`src/rtl/cpu_pkg.sv`:
```
`default_nettype none
// ============================================================================
// Module   : cpu_pkg
// Brief    : Shared state encoding and opcode constants for the 4-bit CPU.
// Revision : 1.0
// ============================================================================
package cpu_pkg;

    localparam int STATE_W = 3;

    typedef enum logic [STATE_W-1:0] {
        ST_FETCH  = 3'd0,
        ST_DECODE = 3'd1,
        ST_EXEC   = 3'd2,
        ST_MEM    = 3'd3,
        ST_WB     = 3'd4,
        ST_HALTED = 3'd5,
        ST_ERROR  = 3'd6
    } state_t;

    // Opcode map shared with the decoder and the assembler bench
    localparam logic [3:0] OP_ADD  = 4'b0000;
    localparam logic [3:0] OP_SUB  = 4'b0001;
    localparam logic [3:0] OP_AND  = 4'b0010;
    localparam logic [3:0] OP_OR   = 4'b0011;
    localparam logic [3:0] OP_XOR  = 4'b0100;
    localparam logic [3:0] OP_NOT  = 4'b0101;
    localparam logic [3:0] OP_SHL  = 4'b0110;
    localparam logic [3:0] OP_SHR  = 4'b0111;
    localparam logic [3:0] OP_LDI  = 4'b1000;
    localparam logic [3:0] OP_LD   = 4'b1001;
    localparam logic [3:0] OP_ST   = 4'b1010;
    localparam logic [3:0] OP_JMP  = 4'b1011;
    localparam logic [3:0] OP_BZ   = 4'b1100;
    localparam logic [3:0] OP_BN   = 4'b1101;
    localparam logic [3:0] OP_NOP  = 4'b1110;
    localparam logic [3:0] OP_HALT = 4'b1111;

endpackage
`default_nettype wire

```
`src/rtl/mem_wait_timer.sv`:
```
`default_nettype none
// ============================================================================
// Module   : mem_wait_timer
// Brief    : Counts cycles spent waiting for a memory ack; flags timeout.
// Revision : 1.0
// ============================================================================
module mem_wait_timer #(
    parameter int unsigned TIMEOUT = 16
) (
    input  logic clk,
    input  logic rst,
    input  logic wait_i,
    output logic timeout_o
);

    localparam int unsigned CNT_W = (TIMEOUT > 1) ? $clog2(TIMEOUT) : 1;
    localparam logic [CNT_W-1:0] LAST = (TIMEOUT > 0) ? CNT_W'(TIMEOUT - 1) : '0;

    logic [CNT_W-1:0] count_q;
    logic [CNT_W-1:0] count_d;

    // Any cycle that is not an unanswered wait restarts the count
    always_comb begin
        count_d = '0;
        if (wait_i) begin
            count_d = count_q + CNT_W'(1);
        end
    end

    always_ff @(posedge clk) begin
        if (rst) begin
            count_q <= '0;
        end else begin
            count_q <= count_d;
        end
    end

    assign timeout_o = (TIMEOUT != 0) && wait_i && (count_q == LAST);

endmodule
`default_nettype wire

```
`src/rtl/cpu_sequencer.sv`:
```
`default_nettype none
// ============================================================================
// Module   : cpu_sequencer
// Brief    : Multi-cycle fetch/decode/execute sequencer with memory handshakes.
// Revision : 1.0
// ============================================================================
module cpu_sequencer
    import cpu_pkg::*;
#(
    parameter int unsigned TIMEOUT = 16,
    parameter int unsigned RET_W   = 16
) (
    input  logic             clk,
    input  logic             rst,
    input  logic             start,
    input  logic             reg_write,
    input  logic             mem_read,
    input  logic             mem_write,
    input  logic             jump,
    input  logic             branch_zero,
    input  logic             branch_neg,
    input  logic             halt,
    input  logic             zero_flag,
    input  logic             neg_flag,
    input  logic             imem_ack,
    input  logic             dmem_ack,
    output logic             imem_req,
    output logic             dmem_req,
    output logic             dmem_we,
    output logic             ir_load,
    output logic             pc_inc,
    output logic             pc_load,
    output logic             rf_we,
    output logic             halted,
    output logic             bus_error,
    output logic [2:0]       state,
    output logic [RET_W-1:0] retired
);

    state_t           state_q;
    state_t           state_d;
    logic [RET_W-1:0] retired_q;

    logic w_imem_req;
    logic w_dmem_req;
    logic w_dmem_we;
    logic w_ir_load;
    logic w_pc_inc;
    logic w_pc_load;
    logic w_rf_we;
    logic w_halted;
    logic w_bus_error;
    logic w_waiting;
    logic w_timeout;

    assign w_waiting = ((state_q == ST_FETCH) && !imem_ack) ||
                       ((state_q == ST_MEM)   && !dmem_ack);

    mem_wait_timer #(
        .TIMEOUT (TIMEOUT)
    ) u_wait_timer (
        .clk       (clk),
        .rst       (rst),
        .wait_i    (w_waiting),
        .timeout_o (w_timeout)
    );

    always_comb begin
        state_d     = state_q;
        w_imem_req  = 1'b0;
        w_dmem_req  = 1'b0;
        w_dmem_we   = 1'b0;
        w_ir_load   = 1'b0;
        w_pc_inc    = 1'b0;
        w_pc_load   = 1'b0;
        w_rf_we     = 1'b0;
        w_halted    = 1'b0;
        w_bus_error = 1'b0;

        case (state_q)
            ST_FETCH: begin
                w_imem_req = 1'b1;
                if (imem_ack) begin
                    w_ir_load = 1'b1;
                    state_d   = ST_DECODE;
                end else if (w_timeout) begin
                    state_d = ST_ERROR;
                end
            end
            ST_DECODE: begin
                state_d = halt ? ST_HALTED : ST_EXEC;
            end
            ST_EXEC: begin
                if (jump || (branch_zero && zero_flag) || (branch_neg && neg_flag)) begin
                    w_pc_load = 1'b1;
                    state_d   = ST_FETCH;
                end else if (branch_zero || branch_neg) begin
                    w_pc_inc = 1'b1;
                    state_d  = ST_FETCH;
                end else if (mem_read || mem_write) begin
                    state_d = ST_MEM;
                end else begin
                    state_d = ST_WB;
                end
            end
            ST_MEM: begin
                w_dmem_req = 1'b1;
                w_dmem_we  = mem_write;
                if (dmem_ack) begin
                    // A store has nothing to write back, so it retires here
                    if (mem_read) begin
                        state_d = ST_WB;
                    end else begin
                        w_pc_inc = 1'b1;
                        state_d  = ST_FETCH;
                    end
                end else if (w_timeout) begin
                    state_d = ST_ERROR;
                end
            end
            ST_WB: begin
                w_rf_we  = reg_write;
                w_pc_inc = 1'b1;
                state_d  = ST_FETCH;
            end
            ST_HALTED: begin
                w_halted = 1'b1;
                if (start) begin
                    w_pc_inc = 1'b1;
                    state_d  = ST_FETCH;
                end
            end
            ST_ERROR: begin
                w_bus_error = 1'b1;
            end
            default: begin
                state_d = ST_FETCH;
            end
        endcase
    end

    always_ff @(posedge clk) begin
        if (rst) begin
            state_q   <= ST_FETCH;
            retired_q <= '0;
        end else begin
            state_q <= state_d;
            if (w_pc_inc || w_pc_load) begin
                retired_q <= retired_q + RET_W'(1);
            end
        end
    end

    // Strobes are held low while reset is asserted
    assign imem_req  = w_imem_req  & ~rst;
    assign dmem_req  = w_dmem_req  & ~rst;
    assign dmem_we   = w_dmem_we   & ~rst;
    assign ir_load   = w_ir_load   & ~rst;
    assign pc_inc    = w_pc_inc    & ~rst;
    assign pc_load   = w_pc_load   & ~rst;
    assign rf_we     = w_rf_we     & ~rst;
    assign halted    = w_halted    & ~rst;
    assign bus_error = w_bus_error & ~rst;
    assign state     = state_q;
    assign retired   = retired_q;

endmodule
`default_nettype wire
```
`config.mk`:
```
export PLATFORM = sky130hd
export DESIGN_NAME = cpu_sequencer
export DESIGN_NICKNAME = d
export VERILOG_FILES = /design/src/rtl/cpu_pkg.sv /design/src/rtl/mem_wait_timer.sv /design/src/rtl/cpu_sequencer.sv
export SDC_FILE = /design/constraint.sdc
export NUM_CORES = 1
export LEC_CHECK = 0
export CORE_MARGIN = 1
export CORE_UTILIZATION = 41
export CTS_CLUSTER_DIAMETER = 100
export DETAILED_ROUTE_END_ITERATION = 6
export GPL_ROUTABILITY_DRIVEN = 0
export PLACE_DENSITY = 0.75
export SYNTH_ARGS = -nofsm -noshare
export SYNTH_HDL_FRONTEND = slang
export SYNTH_HIERARCHICAL = 1
export SYNTH_SLANG_ARGS = --single-unit
```
`constraint.sdc`:
```
create_clock -name clk -period 2.1 [get_ports clk]
set_clock_uncertainty 0.15 [all_clocks]
set_input_delay 0.42 -clock clk [delete_from_list [all_inputs] [get_ports clk]]
set_output_delay 0.42 -clock clk [all_outputs]
set_load 0.02 [all_outputs]
```
==> impl_results.md <==
- Final HPWL DP: around 2700 microns
- Die area: 0.00351 sq mm
- Worst slack at placement: -625 ps
- Core ar.: between 0.003 and 0.004 sq mm
- Diodes inserted: 0
- Die Y: slightly below 60 microns
- Finish-stage setup viols: 0
- Nets: approximately 260
- Layout cell share with drive strength beyond 1: between 30% and 40%
- Outcome: complete, no violations
- Final instance area: 0.00218 sq mm
- Critical path cell sequence: nand2b_1, nor3_4, o31ai_1, buf_4, buf_4, or4_1, a21oi_1
- Crit path max fanout: 7
- TritonCTS clock tree: built
- Worst-Skew Late Latency: about 310 ps
- CTS Sinks: 23
- DRC errors left: 0
- Reg-to-Reg End: retired[14]$_SDFFE_PP0P_
- Hold_buf cts: 0
- Clk pin slew, worst setup/hold paths: roughly 120 ps
- WHS: just over 300 ps
- Number of max-cap violations: 0
- Layout Cells excl Fill: between 200 and 300
- Main combinational cell family by area after synthesis: simple AND/OR/NAND/NOR gates
- CP bufs+invs: 2
- Placed Area: between 0.002 and 0.0025 sq mm
- Share of the synthesized area in the top cell type: ~34%
- Mapped Area: 0.00134 sq mm
- Total track usage: between 20% and 30%
- Clock Tree Buf Depth: 2
- Avg Cell Area, Syn: roughly 8.5 sq um
- Critical path origin: state[0]$_SDFFE_PP0P_
- Worst setup SP type: register
- Synth area leaders: dfxtp_1 34%, o31ai_1 5.6%, nor2_1 5.3%, or4_1 3.4%, xor2_1 3.3%
- Post-synth top area cell: dfxtp_1
- WL final: approximately 3600 microns
- Io pins: between 40 and 50
- Slowest CP cell: or4_1
- Ys flop type: dfxtp_1
- Die width: 59.2 microns
- RSZ-0062 raised after global routing: yes
- Number of global-route vias before repair: between 1000 and 1500
- Post-Syn Instances: about 160
- FF-to-FF setup slack: 20 ps
- CP Capture Point: retired[14]$_SDFFE_PP0P_
- Initial antenna violation count: 0
- Post-route ant nets: 0
- FP Rows: 20
- Initial DRC count: between 40 and 50
- Worst Reg-to-Reg Cells: 7
- CP most frequent cell: buf_4
- CTS root buf: clkbuf_4
- DR vias: 1501
- H-tree depth: 1
- Worst hold path depth: 1
- DRT Pass-1 Iters: 4
- Mux share of post-synthesis cell area: 2.33%
- Slack of the critical path: 21.9 ps
- Slew HR: 66.3%
- Gr ovfl total: 0
- Setup CP Type: register to register
- Vias/cell: roughly 5.3
- Hold Path Class: register to register
- Fill cells: roughly 240
- Port bufs: roughly 40
- Seq/Total Area, Yosys: about a third
- EDFF count, synth: 0
- Reg2reg start: state[0]$_SDFFE_PP0P_
- Starting Density: a little over two fifths
- Net Count, Synth: between 150 and 200
- Compound-gate portion of the synthesized area: between 15 and 20%
- Final Cycle Share: a little over nine tenths
- Final hold vios: 0
- Tmin final: 2080 ps
- Placed Cells incl. Taps: between 200 and 300
- Final Max Tran Viols: 0
- Async SR Flop Fraction: 0%
- CP endpoint kind: register
- DR WL/cell: 12.8 microns
- Required @ worst endpoint: about 2200 ps
- Synthesis-stage register bit count: 23
- Power per Cell Area: between 400 and 500 mW/mm^2
- Family with the most delay on the worst path: simple AND/OR/NAND/NOR gates
- Num CTS Buffers: 3
- Adder-cell area share of the yosys netlist: 1.86%
- First-pass GRT wire length: between 5000 and 6000 microns
- Worst VDD drop: about 270 uV
- Pin count of the biggest net entering global routing: 13
- Arr. time, crit path: 2180 ps
- Syn-to-layout area delta: 62.6%
- Post-Synth Simple-Gate Area: between 30% and 40%
- Max Freq: ~480 MHz
- WP depth: 7
- Synth cell types: 45
- Leakage power: a little over 0.9 nW
- Least-Margin Pin Slew: between 400 and 500 ps
- Slowest stage delay, CP: about 460 ps
- Ys Warns: 6
- XOR/XNOR share of the synthesized area: around 4.6%
-- worst min-delay path by stage --
stage                                        from                                 end  slack (ps)
6_report       u_wait_timer/count_q[0]$_SDFF_PP0_  u_wait_timer/count_q[0]$_SDFF_PP0_         300
5_1_grt        u_wait_timer/count_q[0]$_SDFF_PP0_  u_wait_timer/count_q[0]$_SDFF_PP0_         330
4_1_cts        u_wait_timer/count_q[0]$_SDFF_PP0_  u_wait_timer/count_q[0]$_SDFF_PP0_         310
3_5_place_dp   u_wait_timer/count_q[0]$_SDFF_PP0_  u_wait_timer/count_q[0]$_SDFF_PP0_         290
3_3_place_gp   u_wait_timer/count_q[0]$_SDFF_PP0_  u_wait_timer/count_q[0]$_SDFF_PP0_         280
2_1_floorplan  u_wait_timer/count_q[0]$_SDFF_PP0_  u_wait_timer/count_q[0]$_SDFF_PP0_         270
-- synth_stat cells, types with 2 or more instances --
master     n
nand3b_1   3
nand2_1    7
and2_1     3
o311ai_0   2
mux2i_1    2
or2b_1     2
nor2b_1    3
nor3_2     2
o31ai_1   10
nor2_1    19
xor2_1     5
inv_1      3
a21oi_1    8
nand2b_1   2
nand4_1    4
xnor2_1    2
nor3_1     4
ha_1       2
dfxtp_1   23
clkbuf_1   4
o21ai_0    7
or4_1      6
o21a_1     2
nor4_1     3
nand3_1    7
nor3b_1    2
and4_1     2
buf_6      2
-- metrics by stage --
| step | TNS [ps] | utilization (%) | total power, W |
|---|---|---|---|
| detailed placement | -10750 | 66.3 | 0.000705 |
| CTS | -36.9 | 68.8 | 0.000917 |
| floorplan | 0 | - | 0.000585 |
| global route | -136 | 70.9 | 0.000974 |
| global placement | -9860 | 66.3 | 0.000699 |
| finish | 0 | 70.9 | 0.000922 |
-- cells in the final DEF (no fill, tap or decap), drive strengths merged, types with 2 or more instances in the layout --
master | Yosys | layout
clkbuf | 4 | 6
or2b | 2 | 2
o21a | 2 | 2
ha | 2 | 2
mux2i | 2 | 2
dfxtp | 23 | 23
o21ai | 7 | 7
o31ai | 10 | 10
nand4 | 4 | 4
xnor2 | 2 | 2
or3 | 2 | 2
nor3b | 3 | 3
dlygate4sd2 | 0 | 8
nand3 | 7 | 7
clkdlybuf4s50 | 0 | 22
nor2 | 19 | 19
a21oi | 8 | 8
and4 | 3 | 3
nand3b | 3 | 3
xor2 | 5 | 5
buf | 3 | 48
clkdlybuf4s15 | 0 | 2
o311ai | 2 | 2
or4 | 6 | 6
nor4 | 3 | 3
inv | 3 | 3
nor3 | 6 | 6
dlymetal6s2s | 0 | 3
nand2 | 8 | 8
nand2b | 2 | 2
and2 | 3 | 3
nor2b | 4 | 4
-- worst register-to-register path: cells and delay by family, from the launching register on --
family                 cells  cell delay [ps]
AOI/OAI and AO/OA          2              270
buffers and inverters      2              260
DFF                        1              390
and+or+nand+nor            3              950
-- repair_timing --
item	in CTS	in global routing
buffers inserted	5	5
setup endpoints to repair	20	20
pin swaps	7	12
gates resized for setup	42	18
-- metal layers --
metal  vias up  share of wire (%)  global-route usage (%)
li1        753                  -                       -
met1       692                 43                    26.3
met2        48                 51                    39.3
met3         8                5.1                    3.28
met4         0                1.4                    8.50
met5         -                  0                       0
-- sequential cells by signal, indices dropped and copies added (netlist names) --
name,count
retired,16
u_wait_timer/count_q,4
state,3
-- logic make-up (layout without fill, tap and decap cells) --
kind of cell | after synthesis | after routing
and+or+nand+nor | 78 | 78
muxes | 3 | 3
DFF | 23 | 23
xor gates and xnor gates | 7 | 7
adders and majority gates | 2 | 2
buffers and inverters | 10 | 92
AOI/OAI and AO/OA | 35 | 35
-- power by group --
part           leakage, nW  internal [W]  total (W)  switching (W)
registers            0.188      0.000447   0.000461      0.0000139
logic                0.731      0.000138   0.000259       0.000121
clock network       0.0150     0.0000743   0.000202       0.000128
total                0.935      0.000660   0.000922       0.000262
-- final cells by class --
| class | instances | area [sq um] | area share [%] |
|---|---|---|---|
| clock buffers | 4 | 26.3 | 1.20 |
| inverters | 3 | 11.3 | 0.516 |
| multi-input cells | 125 | 898 | 41.1 |
| flip-flops and latches | 23 | 470 | 21.5 |
| well taps | 44 | 55.1 | 2.52 |
| repair buffers | 85 | 722 | 33.1 |
Power figures use the tool's default switching activity.
